File: config.mk
export PLATFORM = sky130hd
export DESIGN_NAME = reg_file_sb
export DESIGN_NICKNAME = d
export VERILOG_FILES = /design/src/rtl/reg_file_sb.sv
export SDC_FILE = /design/constraint.sdc
export NUM_CORES = 2
export LEC_CHECK = 0
export BUFFER_PORTS_ARGS = -buffer_cell sky130_fd_sc_hd__buf_2
export CELL_PAD_IN_SITES_DETAIL_PLACEMENT = 1
export CELL_PAD_IN_SITES_GLOBAL_PLACEMENT = 1
export CORE_MARGIN = 1.5
export CORE_UTILIZATION = 30
export DETAILED_ROUTE_END_ITERATION = 10
export HOLD_SLACK_MARGIN = 0.12
export MAX_ROUTING_LAYER = met4
export PLACE_DENSITY_LB_ADDON = 0.1
export SYNTH_ARGS = -nofsm -noshare
export SYNTH_HDL_FRONTEND = slang
export SYNTH_SLANG_ARGS = --single-unit
export TNS_END_PERCENT = 100
File: constraint.sdc
create_clock -name clk -period 5.9 [get_ports clk]
set_input_delay 0.295 -clock clk [delete_from_list [all_inputs] [get_ports clk]]
set_output_delay 0.295 -clock clk [all_outputs]
set_load 0.05 [all_outputs]
File: src/rtl/reg_file_sb.sv
// -----------------------------------------------------------------------------
// reg_file_sb
//
// This block is a 32x32 register file with a per-register write scoreboard.
//
// Register file
//   - A3/WD3/WE3 is the writeback port.
//   - A1/A2 are the decode read ports (rs, rt). Reads are combinational.
//   - Register 0 always reads as zero. Writes and issues to it are ignored.
//
// Scoreboard
//   - Each register has one busy bit.
//   - The bit is set when an instruction with that destination is issued to a
//     multicycle unit.
//   - It is cleared when that register is written back.
//   - stall holds decode while a source operand it consumes is still busy.
//   - sb_err is sticky. It records an issue to a register that was already
//     busy and was not retired on the same edge.
//
// Optional feature (macro REGFILE_BYPASS_EN)
//   - Defined: a same-cycle writeback is forwarded onto RD1/RD2, and it
//     removes the busy condition for that port in the same cycle.
//   - Undefined: reads see stored registers only. A consumer waiting on a
//     writeback therefore stalls one extra cycle.
//
// Ports
//   clk       in   1         rising-edge clock
//   rst_n     in   1         asynchronous active-low reset
//   A1, A2    in   ADDR_W    read addresses (rs, rt)
//   use1/2    in   1         decode consumes read port 1/2 this cycle
//   RD1, RD2  out  DATA_W    read data
//   WE3       in   1         writeback enable
//   A3        in   ADDR_W    writeback address
//   WD3       in   DATA_W    writeback data
//   issue_en  in   1         instruction with a destination is issued
//   issue_A3  in   ADDR_W    issued destination address
//   stall     out  1         a consumed source is pending; hold decode
//   pend_cnt  out  ADDR_W+1  number of busy registers (registered)
//   sb_err    out  1         sticky double-issue error
// -----------------------------------------------------------------------------
module reg_file_sb #(
    parameter int DATA_W = 32,
    parameter int ADDR_W = 5
) (
    input  logic              clk,
    input  logic              rst_n,
    input  logic [ADDR_W-1:0] A1,
    input  logic [ADDR_W-1:0] A2,
    input  logic              use1,
    input  logic              use2,
    output logic [DATA_W-1:0] RD1,
    output logic [DATA_W-1:0] RD2,
    input  logic              WE3,
    input  logic [ADDR_W-1:0] A3,
    input  logic [DATA_W-1:0] WD3,
    input  logic              issue_en,
    input  logic [ADDR_W-1:0] issue_A3,
    output logic              stall,
    output logic [ADDR_W:0]   pend_cnt,
    output logic              sb_err
);

    localparam int NREG  = 1 << ADDR_W;
    localparam int CNT_W = ADDR_W + 1;
    localparam logic [ADDR_W-1:0] ADDR_ZERO = {ADDR_W{1'b0}};
    localparam logic [DATA_W-1:0] DATA_ZERO = {DATA_W{1'b0}};

    // Number of set bits in a scoreboard vector.
    function automatic logic [CNT_W-1:0] popCount(input logic [NREG-1:0] bits);
        logic [CNT_W-1:0] cnt;
        cnt = {CNT_W{1'b0}};
        for (int i = 0; i < NREG; i++) begin
            cnt = cnt + CNT_W'(bits[i]);
        end
        return cnt;
    endfunction

    logic [DATA_W-1:0] regs_r [NREG];
    logic [NREG-1:0]   sb_r;
    logic [NREG-1:0]   sbNext_s;
    logic              sbErr_r;
    logic [CNT_W-1:0]  pendCnt_r;

    logic              fwd1_s;
    logic              fwd2_s;
    logic              busy1_s;
    logic              busy2_s;
    logic              stall_s;
    logic              wbClr_s;
    logic              issueAcc_s;
    logic              errHit_s;
    logic [DATA_W-1:0] rd1_s;
    logic [DATA_W-1:0] rd2_s;

`ifdef REGFILE_BYPASS_EN
    // The writeback in flight this cycle is forwarded onto a matching read port.
    assign fwd1_s = WE3 && (A3 == A1) && (A1 != ADDR_ZERO);
    assign fwd2_s = WE3 && (A3 == A2) && (A2 != ADDR_ZERO);
`else
    assign fwd1_s = 1'b0;
    assign fwd2_s = 1'b0;
`endif

    // Read data and per-port busy. A forwarded port is never considered busy.
    always_comb begin
        rd1_s   = (A1 == ADDR_ZERO) ? DATA_ZERO : (fwd1_s ? WD3 : regs_r[A1]);
        rd2_s   = (A2 == ADDR_ZERO) ? DATA_ZERO : (fwd2_s ? WD3 : regs_r[A2]);
        busy1_s = (A1 != ADDR_ZERO) && sb_r[A1] && !fwd1_s;
        busy2_s = (A2 != ADDR_ZERO) && sb_r[A2] && !fwd2_s;
        stall_s = (use1 && busy1_s) || (use2 && busy2_s);
    end

    assign wbClr_s    = WE3 && (A3 != ADDR_ZERO);
    // An issue is accepted only while decode is not held.
    assign issueAcc_s = issue_en && !stall_s && (issue_A3 != ADDR_ZERO);
    // A double issue is forgiven when the old producer retires on the same edge.
    assign errHit_s   = issueAcc_s && sb_r[issue_A3]
                        && !(wbClr_s && (A3 == issue_A3));

    // Next scoreboard value. An issue has priority over a writeback to the same register.
    always_comb begin
        sbNext_s = sb_r;
        for (int i = 0; i < NREG; i++) begin
            if (issueAcc_s && (issue_A3 == ADDR_W'(i))) begin
                sbNext_s[i] = 1'b1;
            end else if (wbClr_s && (A3 == ADDR_W'(i))) begin
                sbNext_s[i] = 1'b0;
            end else begin
                sbNext_s[i] = sb_r[i];
            end
        end
        sbNext_s[0] = 1'b0;
    end

    // Register storage. Register 0 is never written.
    always_ff @(posedge clk or negedge rst_n) begin
        if (!rst_n) begin
            for (int i = 0; i < NREG; i++) begin
                regs_r[i] <= DATA_ZERO;
            end
        end else if (wbClr_s) begin
            regs_r[A3] <= WD3;
        end
    end

    // Scoreboard bits, the sticky error flag and the registered busy count.
    always_ff @(posedge clk or negedge rst_n) begin
        if (!rst_n) begin
            sb_r      <= {NREG{1'b0}};
            sbErr_r   <= 1'b0;
            pendCnt_r <= {CNT_W{1'b0}};
        end else begin
            sb_r      <= sbNext_s;
            sbErr_r   <= sbErr_r || errHit_s;
            pendCnt_r <= popCount(sbNext_s);
        end
    end

    assign RD1      = rd1_s;
    assign RD2      = rd2_s;
    assign stall    = stall_s;
    assign pend_cnt = pendCnt_r;
    assign sb_err   = sbErr_r;

endmodule

* Yosys cells after proc, flatten, opt, wreduce, memory -nomap -nowiden
Index checks and enable logic that the tools add are counted.
W data, S select, Z words.
** Word-level totals
- Flip-flop bits (word level) :: 1062
- Input bits :: 58
- Output and inout port bits :: 72
- Logic and storage cells :: 300
** Operators by class
- $add $sub $neg :: 30
- Reduce and logical (&&, ||, !) cells :: 83
- Mux-type cells :: 79
- Bitwise logic cells :: 3
- Order comparisons :: 7
- Eq/ne operators :: 63
** Operators with widths (count)
- $bwmux W1024 :: 1
- $bmux W32 S5 :: 2
- $mux W32 :: 7
- $demux W32 S5 :: 1
- $eq A5 B5 Y1 const B :: 32
- $add A6 B1 Y6 :: 25
- $eq A5 B4 Y1 const B :: 16
- $logic_and A1 B1 Y1 :: 73
- $mux W1 :: 65
- $eq A5 B3 Y1 const B :: 8
- $eq A5 B2 Y1 const B :: 4
- $reduce_bool A5 Y1 :: 4
- $ge A6 B6 Y1 const B :: 3
- $lt A5 B6 Y1 const B :: 3
- $not A5 Y6 :: 3
- $bmux W1 S5 :: 3
- $eq A5 B1 Y1 const B :: 2
- $logic_not A5 Y1 :: 2
- $add A5 B1 Y6 :: 1
- $lt A6 B1 Y1 const B :: 1
- $add A4 B1 Y5 :: 1
- $eq A5 B5 Y1 :: 1
- $add A3 B1 Y4 :: 1
- $add A2 B1 Y3 :: 1
- 3 further kinds :: 5

* Depth between registers and ports, before layout
- Depth in word-level cells :: 40
- Mapped depth :: 25

* Worst setup path before layout
OpenSTA, ideal clock, no wires.
- Path kind :: input -> register
- From :: in A1[0]
- To :: reg pendCnt_r[4], in the netlist pend_cnt[4]
- Data arrival time :: 6.364 ns
- Stages on the path :: 25
- Data required time :: 5.820 ns
- Path slack :: -0.544 ns
- Cells stage by stage :: buf_6 buf_6 a21oi_1 a211o_1 a2111oi_0 a311oi_1 o21a_1 buf_4 buf_6 a32o_1 fa_1 inv_1 fa_1 fa_1 inv_1 fa_1 fa_1 inv_1 fa_1 inv_1 fa_1 fa_1 a21o_1 a21oi_1 xnor2_1
** Between the ends
- Elaborated cells on any way between the ends :: 101
** RTL lines
- start: declaration :: line 47 : input logic [ADDR_W-1:0] A1,
- $bmux W1 S5 :: line 108 : busy1_s = (A1 != ADDR_ZERO) && sb_r[A1] && !fwd1_s;
- $mux W1 (implied by the code) :: line 108
- $logic_and A1 B1 Y1 * :: line 108
- $logic_and A1 B1 Y1 * :: line 110 : stall_s = (use1 && busy1_s) || (use2 && busy2_s);
- $logic_or A1 B1 Y1 * :: line 110
- $logic_not A1 Y1 * :: line 115 : assign issueAcc_s = issue_en && !stall_s && (issue_A3 != ADDR_ZERO);
- $logic_and A1 B1 Y1 * (2 in a row) :: line 115
- $logic_and A1 B1 Y1 * :: line 124 : if (issueAcc_s && (issue_A3 == ADDR_W'(i))) begin
- $mux W1 * :: line 124
- via sbNext_s[24] :: line 80 : logic [NREG-1:0] sbNext_s;
- $add A6 B1 Y6 * (8 in a row) :: line 73 : cnt = cnt + CNT_W'(bits[i]);
- end signal: assignment :: line 151 : pendCnt_r <= {CNT_W{1'b0}};
- end signal: assignment :: line 155 : pendCnt_r <= popCount(sbNext_s);
- end: declaration :: line 82 : logic [CNT_W-1:0] pendCnt_r;
The timed path passes the listed nets; every way through them passes the cells marked *. The select of a mux whose other input is x is not followed.
A chain may end at the register's enable or synchronous reset.

* Worst setup path in the final report
- From :: reg sb_r[20]
- To :: reg pendCnt_r[4], in the netlist pend_cnt[4]
** Between the ends
- Word-level cells in the longest chain between the ends :: 40
- Elaborated cells on any way between the ends :: 105
** Ends and longest elaborated chain
- start: declaration :: line 79 : logic [NREG-1:0] sb_r;
- start signal: assignment :: line 149 : sb_r <= {NREG{1'b0}};
- start signal: assignment :: line 153 : sb_r <= sbNext_s;
- $bmux W1 S5 (on tied branches) :: line 108, 109
- $mux W1 (on tied branches) :: line 108, 109
- $logic_and A1 B1 Y1 (on tied branches) :: line 108, 109
- $logic_and A1 B1 Y1 :: line 110
- $logic_or A1 B1 Y1 :: line 110
- $logic_not A1 Y1 :: line 115
- $logic_and A1 B1 Y1 (2 in a row) :: line 115
- $logic_and A1 B1 Y1 :: line 124
- $mux W1 :: line 124
- $add A1 B1 Y2 :: line 73
- $add A2 B1 Y3 :: line 73
- $add A3 B1 Y4 :: line 73
- $add A4 B1 Y5 :: line 73
- $add A5 B1 Y6 :: line 73
- $add A6 B1 Y6 (24 in a row) :: line 73
- $add A6 B1 Y6 * :: line 73
Mark *: on every way between the ends. The rest lies on a longest branch, timed or not. The select of a mux whose other input is x is not followed.

==> metrics.md <==
| Metric | Value |
|---|---|
| Synth unique cells | 47 |
| Clock period minus final worst setup slack | between 6 and 7 ns |
| YS warnings | 0 |
| Layout area overhead | 16.30% |
| Vias in the first global route | roughly 38000 |
| Final HPWL DP | approximately 120 mm |
| Post-synth top cells | dfrtp_1, mux2_2, mux4_2 |
| Mapped Area | about 57000 um2 |
| Syn nets | about 3900 |
| Class of the worst hold path | in2reg |
| CTS Buf Count | 140 |
| Worst-skew pair later-pin latency | approximately 0.80 ns |
| Die Wd | between 400 and 500 um |
| Initial antenna violation count | 10 |
| FMAX | between 150 and 200 MHz |
| Row cnt | 160 |
| Pwr per Cell Area | ~400 nW/um2 |
| Die ar. | roughly 190000 um2 |
| Predominant post-synthesis flop cell | dfrtp_1 |
| Leading area contributor after synthesis | dfrtp_1 |
| Post-synthesis sequential area ratio | 46.31% |
| Hold wc startpoint | A3[4] |
| Drt wl/cell | 31.93 um |
| Post-route clock period utilization | 106.3% |
| H-tree level count | 4 |
| Setup_tns | -1.351 ns |
| Failing checks | setup timing |
| Worst Skew | around 0.015 ns |
| Leak | 29.08 nW |
| Final WL | roughly 210 mm |
| GRT Total Usage | a little under a quarter |
| Gr ovfl total | 0 |
| Outcome | finished, violations left |
| Layout Nets | approximately 4100 |
| Share of cells above drive strength 1 | 52.16% |
| Final Non-Filler Cells | about 6600 |
| CTS sink count | 1062 |
| DR pass1 iterations | 5 |
| Routability cong. | approximately 0.8 |
| Syn avg cell area | ~15 um2 |
| Largest net degree at the start of global routing | 151 |
| Via density | approximately 5.4 |
| DRC | 0 |
| Post-synth ARST share | 100.0% |
| Cells after Synth | a little under 4000 |
| Synth top area cells | dfrtp_1, mux4_2, mux2_2 |
| Worst EP arrival | approximately 7 ns |
| Measured slew at the worst slew-check pin | approximately 1.1 ns |
| CTS max path bufs | 3 |
| PnR Total Power | around 27 mW |
| Top Ports | between 100 and 150 |
| Die H | 440.3 um |
| Final setup vio count | 5 |
| Maximum capacitance violations | 0 |
| Post-route ant nets | 0 |
| Final Hold Viols | 0 |
| Placed cell count | ~6300 |
| Fillers | a little under 20000 |
| CP startpoint | sb_r[20] |
| Peak supply drop | between 900 and 1000 uV |
| RSZ-0062 raised after global routing | true |
| Seq cells post-synth | approximately 1100 |
| TritonCTS clock tree | built |
| Max-slew violation count | 0 |
| Via count | about 36000 |
| Synth top area share | 46.31% |
| Crit path required time | between 6 and 7 ns |
| CTS clk-pin slew, worst paths | 0.05 ns |
| Core area | roughly 190000 um2 |
| DRT iter0 DRCs | approximately 2400 |
| Critical setup path kind | reg2reg |
| Port buffer count | 129 |
| RR Startpoint | sb_r[20] |
| Starting Density | between 30 and 40% |
| Fin worst setup slack | -0.3690 ns |
| CP Max Fanout | 11 |
| Relative slew slack | 25.56% |
| Startpoint Class | register |
| CTS Root Buffer Type | clkbuf_16 |
| First-pass GRT wire length | between 300 and 400 mm |
| CP endpoint kind | register |
| Top-count cell post-synth | dfrtp_1 |
| Post-synth EDFFs | 0 |
[metrics by stage]
step                      hold slack (ns)  instance area (um2)  worst slack [ns]  utilization (%)
after floorplan                -0.0005911                57420           -0.2507                -
after global placement             0.3710                61420           -0.6123            32.29
after detailed placement           0.3739                61420           -0.6030            32.29
after CTS                          0.1360                66670           -0.4715            35.06
after global routing               0.1888                66730           -0.6106            35.09
final                              0.2100                66730           -0.3690            35.09
[worst max-delay path, stage by stage (launching register included)]
cell and delay (ns):
dfrtp_1 0.40, mux4_2 0.47, mux2i_2 0.19, o22ai_2 0.10, a311oi_1 0.22, o21a_2 0.23, buf_12 0.15, a32oi_1 0.13
fa_1 0.56, inv_1 0.05, fa_1 0.51, fa_1 0.45, fa_1 0.52, fa_1 0.50, inv_1 0.05, fa_1 0.47
inv_1 0.05, fa_2 0.35, fa_2 0.35, a21o_1 0.17, a21oi_2 0.14, xnor2_1 0.12
[sequential cells by signal, summed over array words and instances, names as in the netlist]
register and count:
pend_cnt 6, sb_r 31, regs_r 1024, sb_err 1
[cell type report]
class | instances | area, um2 | area share (%)
sequential | 1062 | 26580 | 39.82
antenna | 6 | 15.01 | 0.02250
clock buffer | 215 | 4327 | 6.483
multi-input combinational | 2334 | 29150 | 43.68
tap | 2511 | 3142 | 4.708
clock inverter | 32 | 391.6 | 0.5868
inverter | 40 | 155.1 | 0.2325
timing repair buffer | 391 | 2977 | 4.460
[report_power, final]
part / internal (mW) / total [mW] / switching (mW) / leakage, nW
sequential: 8.76 / 9.73 / 0.976 / 13.6
clock: 5.34 / 8.83 / 3.49 / 2.32
combinational: 4.49 / 8.41 / 3.92 / 13.1
[routing by layer]
layer | GRT usage, % | vias to the layer above | wire, um
met4 | 6.485 | 0 | 5930
li1 | - | 14780 | -
met3 | 3.323 | 289 | 7963
met1 | 30.98 | 20050 | 96300
met5 | - | - | 0
met2 | 35.43 | 751 | 100200
[logic make-up (layout without fill, tap and decap cells)]
| family | after synthesis | after routing | synth area share (%) |
|---|---|---|---|
| xor gates and xnor gates | 7 | 7 | 0.1068 |
| AOI/OAI and AO/OA | 68 | 68 | 1.025 |
| other | 0 | 6 | 0 |
| buffers and inverters | 465 | 678 | 3.522 |
| muxes | 1567 | 1567 | 43.53 |
| adders and majority gates | 30 | 30 | 0.9551 |
| and+or+nand+nor | 662 | 662 | 4.544 |
| DFF | 1062 | 1062 | 46.31 |
[path summary, 6_finish.rpt]
check,end,slack [ns],cells past startpoint
setup reg to reg,pend_cnt[4],-0.37,21
min in group asynchronous,sb_r[12],0.65,3
setup / recovery,pend_cnt[4],-0.37,21
hold reg to reg,regs_r[1003],0.39,0
max in group asynchronous,regs_r[816],3.78,4
hold / removal,sb_r[27],0.21,5
[timing repair]
action,4_1_cts,5_1_grt
pin swaps,3,4
resized for setup,3,11
hold buffers,40,0
gates cloned,1,0
endpoints found under the hold margin,449,0
endpoints found under the setup margin,5,6
buffers inserted,12,2
[cells in the final DEF, fill, tap and decap left out, types with 12 or more instances in the layout]
cell	n
nand2_4	16
mux2i_1	68
mux4_2	659
nand2_1	498
clkbuf_1	31
clkinv_2	16
nor2_1	79
clkbuf_8	36
buf_12	15
nor2_4	17
inv_1	38
mux2_2	838
a32o_1	22
dfrtp_1	1062
buf_4	209
clkbuf_16	149
buf_2	119
fa_1	21
nor3_1	12
dlygate4sd3_1	40
Note: power is estimated with default switching activity, not from simulation.
